**src/rtl/fp_multiplication.sv**
```systemverilog
// IEEE-754 binary32 multiplier, round-to-nearest-even, DAZ/FTZ.
// Two register stages: operand classify + 24x24 product, then normalize/round/pack.
module fp_multiplication (
    input  logic        clk,
    input  logic        rst_n,
    input  logic [31:0] a,
    input  logic [31:0] b,
    output logic [31:0] result
);

    localparam logic [1:0] CLS_NUM  = 2'd0;
    localparam logic [1:0] CLS_ZERO = 2'd1;
    localparam logic [1:0] CLS_INF  = 2'd2;
    localparam logic [1:0] CLS_NAN  = 2'd3;

    logic [7:0]         a_exp, b_exp;
    logic [22:0]        a_frac, b_frac;
    logic               a_zero, b_zero, a_inf, b_inf, a_nan, b_nan;

    logic               sign_d, sign_q;
    logic [1:0]         cls_d, cls_q;
    logic signed [9:0]  exp_d, exp_q;
    logic [47:0]        prod_d, prod_q;
    logic [31:0]        result_d, result_q;

    // Stage 1: classify operands, form product and biased exponent sum
    always_comb begin
        a_exp  = a[30:23];
        b_exp  = b[30:23];
        a_frac = a[22:0];
        b_frac = b[22:0];
        // exp==0 covers subnormals too: they are flushed to zero on input
        a_zero = (a_exp == 8'h00);
        b_zero = (b_exp == 8'h00);
        a_inf  = (a_exp == 8'hFF) && (a_frac == 23'h0);
        b_inf  = (b_exp == 8'hFF) && (b_frac == 23'h0);
        a_nan  = (a_exp == 8'hFF) && (a_frac != 23'h0);
        b_nan  = (b_exp == 8'hFF) && (b_frac != 23'h0);

        sign_d = a[31] ^ b[31];
        if (a_nan || b_nan || (a_inf && b_zero) || (a_zero && b_inf))
            cls_d = CLS_NAN;
        else if (a_inf || b_inf)
            cls_d = CLS_INF;
        else if (a_zero || b_zero)
            cls_d = CLS_ZERO;
        else
            cls_d = CLS_NUM;

        prod_d = 48'({1'b1, a_frac}) * 48'({1'b1, b_frac});
        exp_d  = $signed({2'b00, a_exp} + {2'b00, b_exp} - 10'd127);
    end

    logic [22:0]        mant;
    logic               guard, sticky, rnd_inc;
    logic [23:0]        mant_r;
    logic signed [9:0]  exp_n, exp_r;

    // Stage 2: normalize by one position at most, round, then saturate/flush
    always_comb begin
        if (prod_q[47]) begin
            mant   = prod_q[46:24];
            guard  = prod_q[23];
            sticky = |prod_q[22:0];
            exp_n  = exp_q + 10'sd1;
        end else begin
            mant   = prod_q[45:23];
            guard  = prod_q[22];
            sticky = |prod_q[21:0];
            exp_n  = exp_q;
        end
        rnd_inc = guard & (sticky | mant[0]);
        mant_r  = {1'b0, mant} + {23'h0, rnd_inc};
        // a carry out leaves the low 23 bits at zero, which is the correct fraction
        exp_r   = exp_n + $signed({9'h0, mant_r[23]});

        case (cls_q)
            CLS_NAN:  result_d = 32'h7FC0_0000;
            CLS_INF:  result_d = {sign_q, 8'hFF, 23'h0};
            CLS_ZERO: result_d = {sign_q, 31'h0};
            default: begin
                if (exp_r >= 10'sd255)
                    result_d = {sign_q, 8'hFF, 23'h0};
                else if (exp_r <= 10'sd0)
                    result_d = {sign_q, 31'h0};
                else
                    result_d = {sign_q, exp_r[7:0], mant_r[22:0]};
            end
        endcase
    end

    always_ff @(posedge clk or negedge rst_n) begin
        if (!rst_n) begin
            sign_q   <= 1'b0;
            cls_q    <= CLS_NUM;
            exp_q    <= '0;
            prod_q   <= '0;
            result_q <= '0;
        end else begin
            sign_q   <= sign_d;
            cls_q    <= cls_d;
            exp_q    <= exp_d;
            prod_q   <= prod_d;
            result_q <= result_d;
        end
    end

    assign result = result_q;

endmodule

```
**config.mk**
```make
export PLATFORM = sky130hd
export DESIGN_NAME = fp_multiplication
export DESIGN_NICKNAME = d
export VERILOG_FILES = /design/src/rtl/fp_multiplication.sv
export SDC_FILE = /design/constraint.sdc
export NUM_CORES = 2
export LEC_CHECK = 0
export CORE_MARGIN = 8
export CORE_UTILIZATION = 50
export DETAILED_ROUTE_END_ITERATION = 10
export PLACE_DENSITY = 0.66
export SETUP_SLACK_MARGIN = 0.2
export SLEW_MARGIN = 0
export SYNTH_ARGS = -nofsm -noshare
export SYNTH_HDL_FRONTEND = slang
export SYNTH_SLANG_ARGS = --single-unit
```
**constraint.sdc**
```tcl
create_clock -name clk -period 7.8 [get_ports clk]
set_clock_uncertainty 0.15 [all_clocks]
set_input_delay 1.95 -clock clk [delete_from_list [all_inputs] [get_ports clk]]
set_output_delay 1.95 -clock clk [all_outputs]
set_load 0.03 [all_outputs]
```
**Word-level counts from Yosys, hierarchy flattened**

Cells that the tools add are included.

- Bitwise gates (word level): 3
- Reduce and logical (&&, ||, !) cells: 19
- Magnitude comparators: 2
- Add/subtract/negate cells: 5
- Muxes and demuxes: 10
- Equal/unequal tests: 5
- Multipliers: 1

Operators with widths:

| cell | count |
|---|---|
| $pmux W32 S3 | 1 |
| $mux W31 | 2 |
| $mul A24 B24 Y48 | 1 |
| $logic_not A23 Y1 | 2 |
| $reduce_bool A23 Y1 | 2 |
| $add A23 B1 Y24 | 1 |
| $mux W23 | 1 |
| $reduce_or A23 Y1 | 1 |
| $reduce_or A22 Y1 | 1 |
| $eq A8 B8 Y1 const B | 2 |
| $logic_not A8 Y1 | 2 |
| $add A10 B2 Y10 | 1 |
| $add A10 B2 Y10 const B | 1 |
| $ge A10 B9 Y1 const B | 1 |
| $le A10 B1 Y1 const B | 1 |
| $mux W10 | 1 |
| $sub A9 B7 Y10 const B | 1 |
| $add A8 B8 Y9 | 1 |
| $logic_and A1 B1 Y1 | 6 |
| $logic_or A1 B1 Y1 | 5 |
| $eq A2 B2 Y1 const B | 2 |
| $mux W2 | 2 |
| $mux W1 | 3 |
| $eq A2 B1 Y1 const B | 1 |
| other kinds (3) | 3 |

- Register bits: 93
- Word-level logic and storage cells: 50

**Logic depth before layout (Yosys ltp)**

- Word-level depth: 10
- Depth in mapped cells: 27
- Gate-level depth less buffers: 25

**Worst setup path before layout**

OpenSTA, ideal clock, no wires.

- Path type: input -> register
- Start point: input a[15]
- End point: register prod_q[47]
- Setup slack: -0.555 ns
- Path buffers: 1
- Arrival time: 8.072 ns
- Required time: 7.517 ns
- Cell stages on the path: 24
- Cells stage by stage: clkbuf_1 -> nand2_1 -> fa_1 -> inv_1 -> fa_1 -> inv_1 -> fa_1 -> fa_1 -> inv_1 -> fa_1 -> fa_1 -> inv_1 -> fa_1 -> inv_1 -> ha_1 -> a211oi_1 -> o21ai_0 -> a221oi_1 -> o21ai_0 -> a21oi_1 -> o22ai_1 -> a21oi_1 -> mux2i_1 -> nand4_1

- Cells in the longest elaborated chain, start to end: 1

Ends and longest elaborated chain:

| element | line | source |
|---|---|---|
| from (decl) | 6 | `input logic [31:0] a,` |
| $mul A24 B24 Y48 | 50 | `prod_d = 48'({1'b1, a_frac}) * 48'({1'b1, b_frac});` |
| via prod_d[47] | 23 | `logic [47:0] prod_d, prod_q;` |
| to (signal assigned) | 103 | `prod_q <= prod_d;` |
| to (decl) | 23 |  |

The timed path passes the listed nets, and every way through them passes these cells.

**Worst setup path after layout**

- Start point: input b[9]
- End point: register prod_q[40]

- Cells in the longest elaborated chain, start to end: 1

Ends and longest elaborated chain:

| element | line | source |
|---|---|---|
| from (decl) | 7 | `input logic [31:0] b,` |
| $mul A24 B24 Y48 | 50 |  |
| via prod_d[40] | 23 |  |

The timed path passes the listed nets, and every way through them passes these cells.

==> qor.yml <==
routedWlPerCell_um: 20.0
routed_wl_mm: 73.1
antenna_found_initial: 1
grt_usage: 0.273
core_region_area_um2: 46300
syn_to_final_growth_pct: 33.2
nNetsFinal: 3775
die_h_um: 232
design_area_um2: 31000
cts_tree: "yes"
drtIter0Drc: 1423
criticalPathCategory: "primary input to register"
antenna_left: 0
synth_cells: 2566
slew_violations: 0
grt_max_degree: 58
status: "finished with violations"
num_rows: 79
clk_path_buf_depth: 2
insertion_delay_ns: 0.34
setup_ws_ns: -0.391
end_kind: "register"
vias: 19600
overflow: 0
cp.arrival_ns: 8.26
final_common_cell: "inv_1"
crit_path_max_fanout: 4
dp_hpwl_mm: 54.1
drc_errors: 0
hold_violations: 0
tightestPinTransition_ns: 0.894
max_stage_delay_ns: 0.57
clock-root-buffer: "clkbuf_16"
violations: "setup timing"
htree_levels: 3
async_flop_share: 1.00
rsz0062_at_grt: "yes"
period_share: 1.05
slowest_stage: "fa_1"
cp.required_ns: 7.87
ys_seq_area_frac: 0.100
die_x_um: 232
drive_gt1_frac: 0.266
synthFlopType: "dfrtp_1"
fin_crit_ns: 8.19
yosys.area.top_type: "fa_1"
clock_sinks: 93
synth_top_area_share: 0.416
io_buffer_count: 97
final_cell_mix: "539 x inv_1, 448 x fa_1, 332 x buf_4, 285 x nand2_1, 214 x and2_1"
cts_buffers: 9
slew-limit-headroom: 0.404
synth_warnings: 0
cts.clk_slew.worst_paths_ns: 0.07
cts_hold_buf: 0
hold_path.class: "register to register"
postPlaceCellArea_um2: 27500
regToRegSetupSlack_ns: 1.94
initial_core_util: 0.503
syn-num-nets: 3307
first_global_vias: 21300
gp_congestion: 0.941
viasPerCell: 5.37
crit_top_cell: "fa_1"
drv_cap: 0
avgSynthCellArea_um2: 9.07
synth.top_cells.by_area: "fa_1 42%, ha_1 10%, dfrtp_1 10%, inv_1 9.5%, and2_1 7.0%"
dieArea_um2: 53700
io_pins: 98
startpoint_type: "primary input"
drt-pass1-iter-count: 7
yosysUniqueCellTypes: 60
syn_area_um2: 23300
synth_seq_cells: 93
grt_pass1_wl_mm: 115
finalSetupViolations: 22
synth_edf_count: 0
fmaxAchievable_mhz: 122
routing by layer:
metal | wire length [µm] | global-route usage
met5 | 13 | 0
met4 | 4280 | 0.139
met3 | 4970 | 0.0381
met2 | 35500 | 0.460
met1 | 28400 | 0.342
worst paths after layout:
check / from / to / depth (start not counted)
worst max-delay path: b[9] / prod_q[40] / 29
worst min-delay path: sign_q / result[31] / 1
worst max register to register: prod_q[47] / result[0] / 17
worst min register to register: sign_q / result[31] / 1
max in group asynchronous: rst_n / prod_q[47] / 2
min in group asynchronous: rst_n / result[27] / 1
kinds of logic after synthesis:
kind of cell / Yosys count / synth area share
simple gates: 781 / 0.166
buf+inv: 705 / 0.115
fa+ha+maj: 675 / 0.519
compound gates: 203 / 0.0582
flops: 93 / 0.100
xor+xnor: 92 / 0.0346
mux: 17 / 0.00774
metrics by stage:
stage	util	setup WS, ns	hold slack, ns	setup TNS [ns]	cells
after floorplan	-	-0.150	0.278	-0.215	2566
after global placement	0.594	-1.10	0.288	-24.10	3433
after detailed placement	0.594	-1.19	0.311	-26.31	3433
after CTS	0.659	-0.282	0.337	-2.16	3625
after global routing	0.670	-0.546	0.358	-8.64	3646
final	0.670	-0.391	0.339	-4.73	3648
synth_stat cells (all sizes together), types with 3 or more instances:
| library cell | n |
|---|---|
| a211oi | 18 |
| a21boi | 4 |
| a21o | 27 |
| a21oi | 53 |
| a221oi | 3 |
| a31oi | 9 |
| and2 | 261 |
| and3 | 14 |
| buf | 11 |
| clkbuf | 101 |
| clkinv | 3 |
| dfrtp | 93 |
| fa | 483 |
| ha | 192 |
| inv | 590 |
| mux2 | 8 |
| mux2i | 9 |
| nand2 | 303 |
| nand2b | 9 |
| nand3 | 21 |
| nand4 | 17 |
| nor2 | 98 |
| nor2b | 9 |
| nor3 | 13 |
| nor4 | 26 |
| o2111ai | 3 |
| o211ai | 5 |
| o21a | 5 |
| o21ai | 41 |
| o21bai | 11 |
| o22ai | 4 |
| or2 | 3 |
| xnor2 | 55 |
| xor2 | 37 |
sequential cells by signal, indices dropped and copies added, names as in the netlist:
name    count
cls_q       2
exp_q      10
prod_q     48
result     32
sign_q      1
layout make-up:
| cell class | count | area [µm²] |
|---|---|---|
| diodes | 2 | 5.00 |
| clock buffers | 10 | 229 |
| clock inverters | 6 | 70.1 |
| fillers | 3528 | 15300 |
| inverters | 593 | 2260 |
| multi-input cells | 1768 | 19500 |
| flip-flops and latches | 93 | 2330 |
| well taps | 607 | 759 |
| repair buffers | 569 | 5870 |
what timing repair did:
item | CTS | global route
setup endpoints to repair | 33 | 31
gates resized for setup | 424 | 89
gates cloned | 19 | 0
pin swaps | 193 | 70
setup buffers | 157 | 21
critical path: cells and delay by family:
family / cells / cell delay (ns)
compound gates: 3 / 0.41
simple gates: 6 / 0.90
xor+xnor: 1 / 0.13
buf+inv: 11 / 1.06
fa+ha+maj: 8 / 3.81
Power is left out: the tool's default activity adds up to more than one toggle a clock period on the data nets, which glitch-free logic cannot reach.
